### config.mk
export PLATFORM = sky130hd
export DESIGN_NAME = fetch_sequencer_if
export DESIGN_NICKNAME = d
export VERILOG_FILES = /design/src/rtl/fetch_sequencer_if.sv
export SDC_FILE = /design/constraint.sdc
export NUM_CORES = 1
export LEC_CHECK = 0
export BUFFER_PORTS_ARGS = -buffer_cell sky130_fd_sc_hd__buf_2
export CAP_MARGIN = 25
export CORE_UTILIZATION = 48
export DETAILED_ROUTE_END_ITERATION = 10
export PLACE_DENSITY = 0.91
export SLEW_MARGIN = 20
export SYNTH_ARGS = -nofsm -noshare
export SYNTH_HDL_FRONTEND = slang
export SYNTH_SLANG_ARGS = --single-unit
### constraint.sdc
create_clock -name clk -period 3.7 [get_ports clk]
set_input_delay 0.37 -clock clk [delete_from_list [all_inputs] [get_ports clk]]
set_output_delay 0.37 -clock clk [all_outputs]
set_load 0.05 [all_outputs]
### src/rtl/fetch_sequencer_if.sv
`default_nettype none
// ============================================================================
// Module   : fetch_sequencer_if
// Brief    : IF-stage fetch sequencer: imem req/ack handshake, PC advance
//            timing, buffered branch redirects and wrong-path squash.
// Revision : 1.0
// ============================================================================
module fetch_sequencer_if #(
    parameter int TIMEOUT = 255
) (
    input  logic        clk,
    input  logic        reset,
    input  logic [31:0] pc,
    input  logic        stall,
    input  logic        redir_valid,
    input  logic [31:0] redir_addr,
    output logic        imem_req,
    output logic [31:0] imem_addr,
    input  logic        imem_ack,
    input  logic [31:0] imem_rdata,
    output logic        pc_enable,
    output logic        redir_out_valid,
    output logic [31:0] redir_out_addr,
    output logic        if_valid,
    output logic [31:0] if_instr,
    output logic [31:0] if_pc,
    output logic        ifid_flush,
    output logic        fetch_err
);

    localparam logic [1:0] S_IDLE  = 2'd0;
    localparam logic [1:0] S_FETCH = 2'd1;
    localparam logic [1:0] S_HOLD  = 2'd2;

    localparam logic [7:0] c_TIMEOUT_CNT = TIMEOUT[7:0];

    logic [1:0]  r_state;
    logic [1:0]  w_state_nxt;
    logic        r_pend_v;
    logic [31:0] r_pend_addr;
    logic [7:0]  r_wait_cnt;
    logic        w_eff_redir;
    logic [31:0] w_eff_addr;
    logic        w_take_redir;
    logic        w_capture;

    // A buffered redirect outranks a fresh one: the first redirect wins.
    assign w_eff_redir = r_pend_v | redir_valid;
    assign w_eff_addr  = r_pend_v ? r_pend_addr : redir_addr;

    // ---------------------------------------------------------------- state
    always_ff @(posedge clk or posedge reset) begin
        if (reset) begin
            r_state <= S_IDLE;
        end else begin
            r_state <= w_state_nxt;
        end
    end

    always_comb begin
        w_state_nxt = r_state;
        case (r_state)
            S_IDLE:  w_state_nxt = S_FETCH;
            S_FETCH: begin
                if (imem_ack && !w_eff_redir && stall) begin
                    w_state_nxt = S_HOLD;
                end
            end
            S_HOLD: begin
                if (w_eff_redir || !stall) begin
                    w_state_nxt = S_FETCH;
                end
            end
            default: w_state_nxt = S_IDLE;
        endcase
    end

    always_comb begin
        imem_req        = 1'b0;
        imem_addr       = 32'd0;
        pc_enable       = 1'b0;
        redir_out_valid = 1'b0;
        redir_out_addr  = 32'd0;
        ifid_flush      = 1'b0;
        w_take_redir    = 1'b0;
        w_capture       = 1'b0;
        case (r_state)
            S_FETCH: begin
                imem_req  = 1'b1;
                imem_addr = pc;
                if (imem_ack) begin
                    if (w_eff_redir) begin
                        w_take_redir = 1'b1;
                    end else begin
                        w_capture = 1'b1;
                        pc_enable = !stall;
                    end
                end
            end
            S_HOLD: begin
                if (w_eff_redir) begin
                    w_take_redir = 1'b1;
                end else begin
                    pc_enable = !stall;
                end
            end
            default: ;
        endcase
        if (w_take_redir) begin
            pc_enable       = 1'b1;
            redir_out_valid = 1'b1;
            redir_out_addr  = w_eff_addr;
            ifid_flush      = 1'b1;
        end
    end

    // ------------------------------------------------------------- datapath
    always_ff @(posedge clk or posedge reset) begin
        if (reset) begin
            if_valid <= 1'b0;
            if_instr <= 32'd0;
            if_pc    <= 32'd0;
        end else begin
            case (r_state)
                S_FETCH: begin
                    if (w_capture) begin
                        if_valid <= 1'b1;
                        if_instr <= imem_rdata;
                        if_pc    <= pc;
                    end else if (w_take_redir) begin
                        if_valid <= 1'b0;
                    end else begin
                        // Keep an instruction that ID is still stalling on.
                        if_valid <= if_valid & stall;
                    end
                end
                S_HOLD: begin
                    if (w_take_redir || !stall) begin
                        if_valid <= 1'b0;
                    end
                end
                default: ;
            endcase
        end
    end

    always_ff @(posedge clk or posedge reset) begin
        if (reset) begin
            r_pend_v    <= 1'b0;
            r_pend_addr <= 32'd0;
        end else if (w_take_redir) begin
            r_pend_v <= 1'b0;
        end else if (redir_valid && !r_pend_v) begin
            r_pend_v    <= 1'b1;
            r_pend_addr <= redir_addr;
        end
    end

    // Watchdog saturates at the limit; the fetch itself keeps waiting.
    always_ff @(posedge clk or posedge reset) begin
        if (reset) begin
            r_wait_cnt <= 8'd0;
            fetch_err  <= 1'b0;
        end else if (r_state == S_FETCH) begin
            if (imem_ack) begin
                r_wait_cnt <= 8'd0;
            end else begin
                if (r_wait_cnt != c_TIMEOUT_CNT) begin
                    r_wait_cnt <= r_wait_cnt + 8'd1;
                end else begin
                    fetch_err <= 1'b1;
                end
            end
        end
    end

endmodule
`default_nettype wire

==> summary.txt, run 1 <==
TritonRoute pass-1 iters: 4
Htree depth: 3
Die height: 107 µm
Die Span X: 107 µm
DR iter-0 viols: 161
Max Clk Rate: 358 MHz
Setup TNS: 0 ns
Syn Inst Count: 393
Post-Syn Area per Cell: 13.4 µm²
Area Overhead vs Synth: 26.4%
Commonest non-fill, non-tap cells in the layout: 234 x buf_2, 108 x dfrtp_1, 49 x mux2_1
Hold endpoint: if_instr[4]$_DFFE_PP0P_
Commonest non-fill, non-tap cell in the layout: buf_2
Pwr dens: 1020 nW/µm²
Status: completed
Largest net degree at the start of global routing: 66
Critical path depth in cells: 7
Post-synthesis sequential area ratio: 0.518
DR top layer: met4
Initial antenna violation count: 0
DR DRC count: 0
Mapped cell area: 5270 µm²
Critical R2R Capture: if_instr[21]$_DFFE_PP0P_
Total GRT Usage: 0.204
GPL Wtd Cong: 0.799
Final WL: 11,500 µm
Final hold viol count: 0
Synth warnings: 0
EDFF count, synth: 0
Vias per inst: 5.15
First-pass GRT wire length: 18,300 µm
# Post-CTS Setup Buffers: 0
N_diodes: 0
Starting Density: 0.504
Worst EP arrival: 2.42 ns
Synthesized net count: 499
Worst path top cell family by delay: buffers and inverters
Fin nets: 725
Measured slew at the worst slew-check pin: 1.00 ns
Die ar.: 11,400 µm²
IO Pins: 235
CP max stage cell: dfrtp_1
Crit path largest cell delay: 0.42 ns
Post-route cell area: 6660 µm²
Slew Viols, Final: 0
Wl on met1: 4780 µm
Flop2flop setup slack: 1.32 ns
Area after DPL: 6450 µm²
Met3 wire length: 703 µm
Vias in the first global route: 3,727
Reg clk slew, reported paths: 0.10 ns
Layout cells sized above 1: 0.497
Unrepaired setup endpoints after global routing: false
CP required: 3.33 ns
Row Count: 37
Peak supply drop: 0.577 mV
Vias: 3,905
Final ANT Viol Nets: 0
Fin crit period: 2.79 ns
Synth Flop Type: dfrtp_1
Grt ovf: 0
Setup violators final: 0
Worst-path maximum fanout: 24
Rel. slew slack: 0.332
Final period util: 0.755
Min-delay worst type: primary input to register
Sequence of cells on the critical path: inv_1, ha_1, a21o_4, nand3b_1, buf_4, nor2_1, buf_2
Drt wl/cell: 15.2 µm
Buf/Inv on CP: 3
#FFs+latches synth: 109
Met2 wire len: 5900 µm
Setup CP Type: register to primary output
R2R cell count: 3
Buffers on Ports: 234
Worst r2r src: r_pend_v$_DFFE_PP0P_
CTS buffer count: 9
Core area: 10,500 µm²
Hold Crit Depth: 2
Clock latency on the worst-skew pair: 0.36 ns
CP endpoint kind: primary output
Final Skew: 0.0113 ns
Max Cap Violations: 0
Placed cells: 743
Leakage: 3.57 nW
CTS tree: yes
Clock sinks: 109
Synth unique cells: 42
Startpoint types: register
Non-Filler Instances: 758
Bufs on Longest Clock Path: 2
Root buf cell: clkbuf_8
Half-perimeter wire length after placement: 8580 µm
Worst Min Path Start: imem_rdata[4]
Ys async rst share: 1.00
final cells by class:
cell class | count | area, µm²
flip-flops and latches | 109 | 2730
well taps | 136 | 170
repair buffers | 241 | 1230
clock buffers | 10 | 128
multi-input cells | 252 | 2310
inverters | 6 | 25.0
clock inverters | 4 | 75.1
fillers | 811 | 3800
through the flow:
| stage | worst slack [ns] | hold slack, ns | power, W | util |
|---|---|---|---|---|
| after CTS | 0.907 | 0.203 | 0.00687 | 0.636 |
| after global routing | 0.728 | 0.209 | 0.00716 | 0.636 |
| after floorplan | 0.456 | 0.444 | 0.00528 | - |
| final | 0.908 | 0.218 | 0.00682 | 0.636 |
| after global placement | 1.40 | 0.318 | 0.00600 | 0.616 |
| after detailed placement | 1.33 | 0.317 | 0.00611 | 0.616 |
cell families (layout without fill, tap and decap cells):
kind of cell    Yosys count  after routing  synth area share
buf+inv                  32            261            0.0454
mux                     132            132             0.297
fa+ha+maj                 5              5            0.0119
compound gates           21             21            0.0316
flops                   109            109             0.518
simple gates             94             94            0.0964
cell usage after synthesis, types with 2 or more instances:
| master | n | area (µm²) |
|---|---|---|
| o311ai_0 | 2 | 17.5 |
| buf_12 | 3 | 60.1 |
| nand4b_1 | 2 | 17.5 |
| mux2i_1 | 33 | 330 |
| nor2_1 | 34 | 128 |
| nand4_1 | 3 | 18.8 |
| nand2_1 | 7 | 26.3 |
| ha_1 | 5 | 62.6 |
| mux2_4 | 32 | 480 |
| o21ai_0 | 3 | 15.0 |
| buf_4 | 4 | 30.0 |
| mux2_1 | 49 | 552 |
| inv_1 | 6 | 22.5 |
| and2_1 | 34 | 213 |
| a21oi_1 | 4 | 20.0 |
| nand3_1 | 2 | 10.0 |
| o2bb2ai_1 | 2 | 17.5 |
| buf_6 | 6 | 67.6 |
| clkbuf_1 | 5 | 18.8 |
| mux2_2 | 18 | 203 |
| buf_2 | 8 | 40.0 |
| or3_1 | 3 | 18.8 |
| dfrtp_1 | 109 | 2730 |
worst max-delay path by stage:
stage | from | to
finish | r_state[1]$_DFFE_PP0P_ | redir_out_addr[7]
floorplan | reset | fetch_err$_DFFE_PP0P_
global placement | r_pend_v$_DFFE_PP0P_ | if_instr[12]$_DFFE_PP0P_
detailed placement | r_state[0]$_DFFE_PP0P_ | redir_out_addr[7]
CTS | r_state[0]$_DFFE_PP0P_ | redir_out_addr[7]
global route | r_state[0]$_DFFE_PP0P_ | redir_out_addr[13]
repair_timing:
item,in CTS,in global routing
resized for setup,0,0
hold endpoints to repair,16,0
hold buffers,1,0
sequential cells by signal, summed over array words and instances, names as in the netlist:
signal       flops
if_pc           32
fetch_err        1
r_pend_addr     32
if_valid         1
r_state          2
if_instr        32
r_pend_v         1
r_wait_cnt       8
routing by layer:
layer	vias up	track usage
met2	155	0.363
met4	0	0.0724
met5	-	0
met1	1917	0.246
li1	1822	-
met3	11	0.0383
report_power, final:
part / internal, W / leakage (nW) / switching, W
Clock: 0.000374 / 0.0945 / 0.000379
Sequential: 0.00174 / 1.33 / 0.000302
Combinational: 0.00122 / 2.15 / 0.00280
Total: 0.00334 / 3.57 / 0.00348
No activity file was read; power rests on OpenSTA's default activity.
==> inputs of run 2 (changes only) <==
--- a/config.mk
+++ b/config.mk
@@ -5,6 +5,7 @@
 export SDC_FILE = /design/constraint.sdc
 export NUM_CORES = 1
 export LEC_CHECK = 0
+export ABC_AREA = 1
 export BUFFER_PORTS_ARGS = -buffer_cell sky130_fd_sc_hd__buf_2
 export CAP_MARGIN = 25
 export CORE_UTILIZATION = 48
==> constraint.sdc (replaced) <==
create_clock -name clk -period 2.59 [get_ports clk]
set_input_delay 0.259 -clock clk [delete_from_list [all_inputs] [get_ports clk]]
set_output_delay 0.259 -clock clk [all_outputs]
set_load 0.05 [all_outputs]
==> summary.txt, run 2 <==
Status: completed
DR iter-0 viols: 288 (+79%)
Largest regs: if_instr: 32 flops, if_pc: 32 flops, r_pend_addr: 32 flops
Post-synthesis sequential area ratio: 0.503 (-0.0146)
Final ANT Viol Nets: 0 (unchanged)
Post-Syn Area per Cell: 7.87 µm² (-41%)
Grt ovf: 0 (unchanged)
Fin nets: 1,015 (+40%)
Commonest non-fill, non-tap cell in the layout: nand2_1
DR top layer: met4
Synth unique cells: 27 (-36%)
Synth Flop Type: dfrtp_1
Synth area leader: dfrtp_1
Ys async rst share: 1.00 (unchanged)
First-pass GRT wire length: 19,500 µm (+6.6%)
Setup crit start: r_state[0]$_DFFE_PP0P_
Buffers on Ports: 234 (unchanged)
Largest net degree at the start of global routing: 66 (unchanged)
# Post-CTS Setup Buffers: 0 (unchanged)
Rel. slew slack: 0.484 (+0.152)
Final period util: 0.912
Top-area cell type share of the netlist area: 0.503 (-0.0146)
Final WL: 12,400 µm (+7.7%)
Leakage: 4.24 nW (+19%)
Peak supply drop: 0.845 mV (+46%)
N_diodes: 0 (unchanged)
EDFF count, synth: 0 (unchanged)
Die ar.: 11,700 µm² (+2.8%)
Setup TNS: 0 ns (unchanged)
Largest cells by area after synthesis: dfrtp_1 50%, nand2_1 19%, o21ai_2 5.8%, inv_1 5.5%, nor2_1 5.1%
R2R cell count: 9 (+6)
Synth warnings: 0 (unchanged)
Hold_ws: 0.124 ns (-0.0935 ns)
Area Overhead vs Synth: 27.0%
Setup CP Type: register to primary output
CP required: 2.33 ns (-1.00 ns)
Clock latency on the worst-skew pair: 0.33 ns (-0.03 ns)
Most common cell in the netlist: nand2_1
GPL Wtd Cong: 0.773 (-3.3%)
Setup violators final: 0 (unchanged)
Synthesized net count: 795 (+59%)
Syn Inst Count: 689 (+75%)
Reg clk slew, reported paths: 0.07 ns (-0.03 ns)
Met3 wire length: 854 µm (+21%)
Mapped cell area: 5420 µm² (+2.9%)
Total GRT Usage: 0.211 (+0.00708)
Critical R2R Capture: r_pend_addr[12]$_DFFE_PP0P_
Worst-path maximum fanout: 19 (-21%)
Clock sinks: 109 (unchanged)
Worst EP arrival: 2.10 ns (-0.32 ns)
Top cells by instance count after synthesis: 281 x nand2_1, 109 x dfrtp_1, 79 x inv_1
Startpoint types: register
Power Total: 0.00926 W (+36%)
Vias: 4,887 (+25%)
#FFs+latches synth: 109 (unchanged)
Die Span X: 108 µm (+1.4%)
Initial antenna violation count: 0 (unchanged)
Critical Path End: redir_out_addr[21]
Worst r2r src: r_state[0]$_DFFE_PP0P_
Commonest non-fill, non-tap cells in the layout: 281 x nand2_1, 234 x buf_2, 108 x dfrtp_1
Drt wl/cell: 11.8 µm (-23%)
Pwr dens: 1350 nW/µm² (+31%)
Final Skew: 0.00879 ns (-0.00247 ns)
Final core occ: 0.630 (-0.00693)
Htree depth: 3 (unchanged)
Starting Density: 0.496 (-0.00782)
TritonRoute pass-1 iters: 6 (+2)
Die height: 108 µm (+1.4%)
Unrepaired setup endpoints after global routing: false
Half-perimeter wire length after placement: 8980 µm (+4.7%)
Layout cells sized above 1: 0.341 (-0.155)
Measured slew at the worst slew-check pin: 0.774 ns (-0.228 ns)
CTS buffer count: 9 (unchanged)
Vias in the first global route: 4,342 (+17%)
Max Clk Rate: 423 MHz
Flop2flop setup slack: 0.57 ns (-0.75 ns)
Root buf cell: clkbuf_16
Vias per inst: 4.64 (-10%)
IO Pins: 235 (unchanged)
Bufs on Longest Clock Path: 2 (unchanged)
Max Cap Violations: 0 (unchanged)
DR DRC count: 0 (unchanged)
Met2 wire len: 6090 µm (+3.1%)
Slew Viols, Final: 0 (unchanged)
CP endpoint kind: primary output
Wl on met1: 5330 µm (+11%)
Fin crit period: 2.36 ns
Core area: 10,900 µm² (+4.5%)
Final hold viol count: 0 (unchanged)
Min-delay worst type: primary input to register
CTS tree: yes
Row Count: 38 (+2.7%)
run 2: changes by cell type in the layout (fill, tap and decap cells not counted), moves of 30 or more:
cell,previous run,this run
inv_1,5,78
mux2_1,49,0
and2_1,34,0
mux2i_1,33,0
mux2_4,32,0
nand2_1,7,281
nor2_1,34,74
o21ai_2,0,36
a21oi_1,4,34
run 2: per-stage QoR:
| step | setup WS, ns | area, µm² | std cells |
|---|---|---|---|
| 2_1_floorplan | 0.116 | 5430 | 689 |
| 3_5_place_dp | 0.424 | 6560 | 1036 |
| 3_3_place_gp | 0.507 | 6560 | 1036 |
| 5_1_grt | 0.0682 | 6880 | 1054 |
| 6_report | 0.228 | 6880 | 1054 |
| 4_1_cts | 0.0517 | 6860 | 1053 |
run 2: worst min-delay path by stage:
stage,from,end,slack (ns),cells past startpoint
after floorplan,imem_rdata[11],if_instr[11]$_DFFE_PP0P_,0.38,2
after global placement,reset,r_pend_addr[6]$_DFFE_PP0P_,0.34,2
after detailed placement,reset,r_pend_addr[6]$_DFFE_PP0P_,0.35,2
after CTS,imem_rdata[30],if_instr[30]$_DFFE_PP0P_,0.11,3
after global routing,imem_rdata[12],if_instr[12]$_DFFE_PP0P_,0.12,3
final,imem_rdata[30],if_instr[30]$_DFFE_PP0P_,0.12,3
run 2: cells by family (layout without fill, tap and decap cells):
| kind of cell | count (synthesis) | after routing | synth area share |
|---|---|---|---|
| XOR/XNOR | 1 | 1 | 0.00162 |
| flip-flops | 109 | 109 | 0.503 |
| adder cells (fa/ha/maj) | 5 | 5 | 0.0115 |
| buffers and inverters | 117 | 342 | 0.110 |
| AO/OA/AOI/OAI | 77 | 77 | 0.0969 |
| AND/OR/NAND/NOR | 380 | 380 | 0.277 |
run 2: cell type report:
class                      instances  area, µm²
timing repair buffer             244       1270
multi-input combinational        463       2110
clock buffer                      12        256
sequential                       109       2730
fill                             941       4050
tap                              140        175
clock inverter                     4       32.5
inverter                          82        312
run 2: power breakdown:
group | total (W) | internal [W] | switching (W)
sequential | 0.00277 | 0.00239 | 0.000377
clock | 0.00131 | 0.000710 | 0.000596
combinational | 0.00519 | 0.00119 | 0.00400
total | 0.00926 | 0.00430 | 0.00497
run 2: worst max-delay path, stage by stage (launching register included):
cell,delay (ns)
dfrtp_1,0.40
inv_1,0.11
ha_1,0.21
inv_1,0.09
nand2_2,0.12
nand3_4,0.19
buf_4,0.27
nor2_1,0.12
buf_2,0.27
run 2: what timing repair did:
| action | CTS | global route |
|---|---|---|
| hold endpoints to repair | 13 | 0 |
| resized for setup | 0 | 1 |
| hold buffers | 1 | 0 |
| setup endpoints to repair | 0 | 19 |
run 2: metal layers:
metal	vias to the layer above	GRT usage
met5	-	0
met4	0	0.0598
met3	13	0.0452
met2	178	0.372
met1	2187	0.260
li1	2509	-
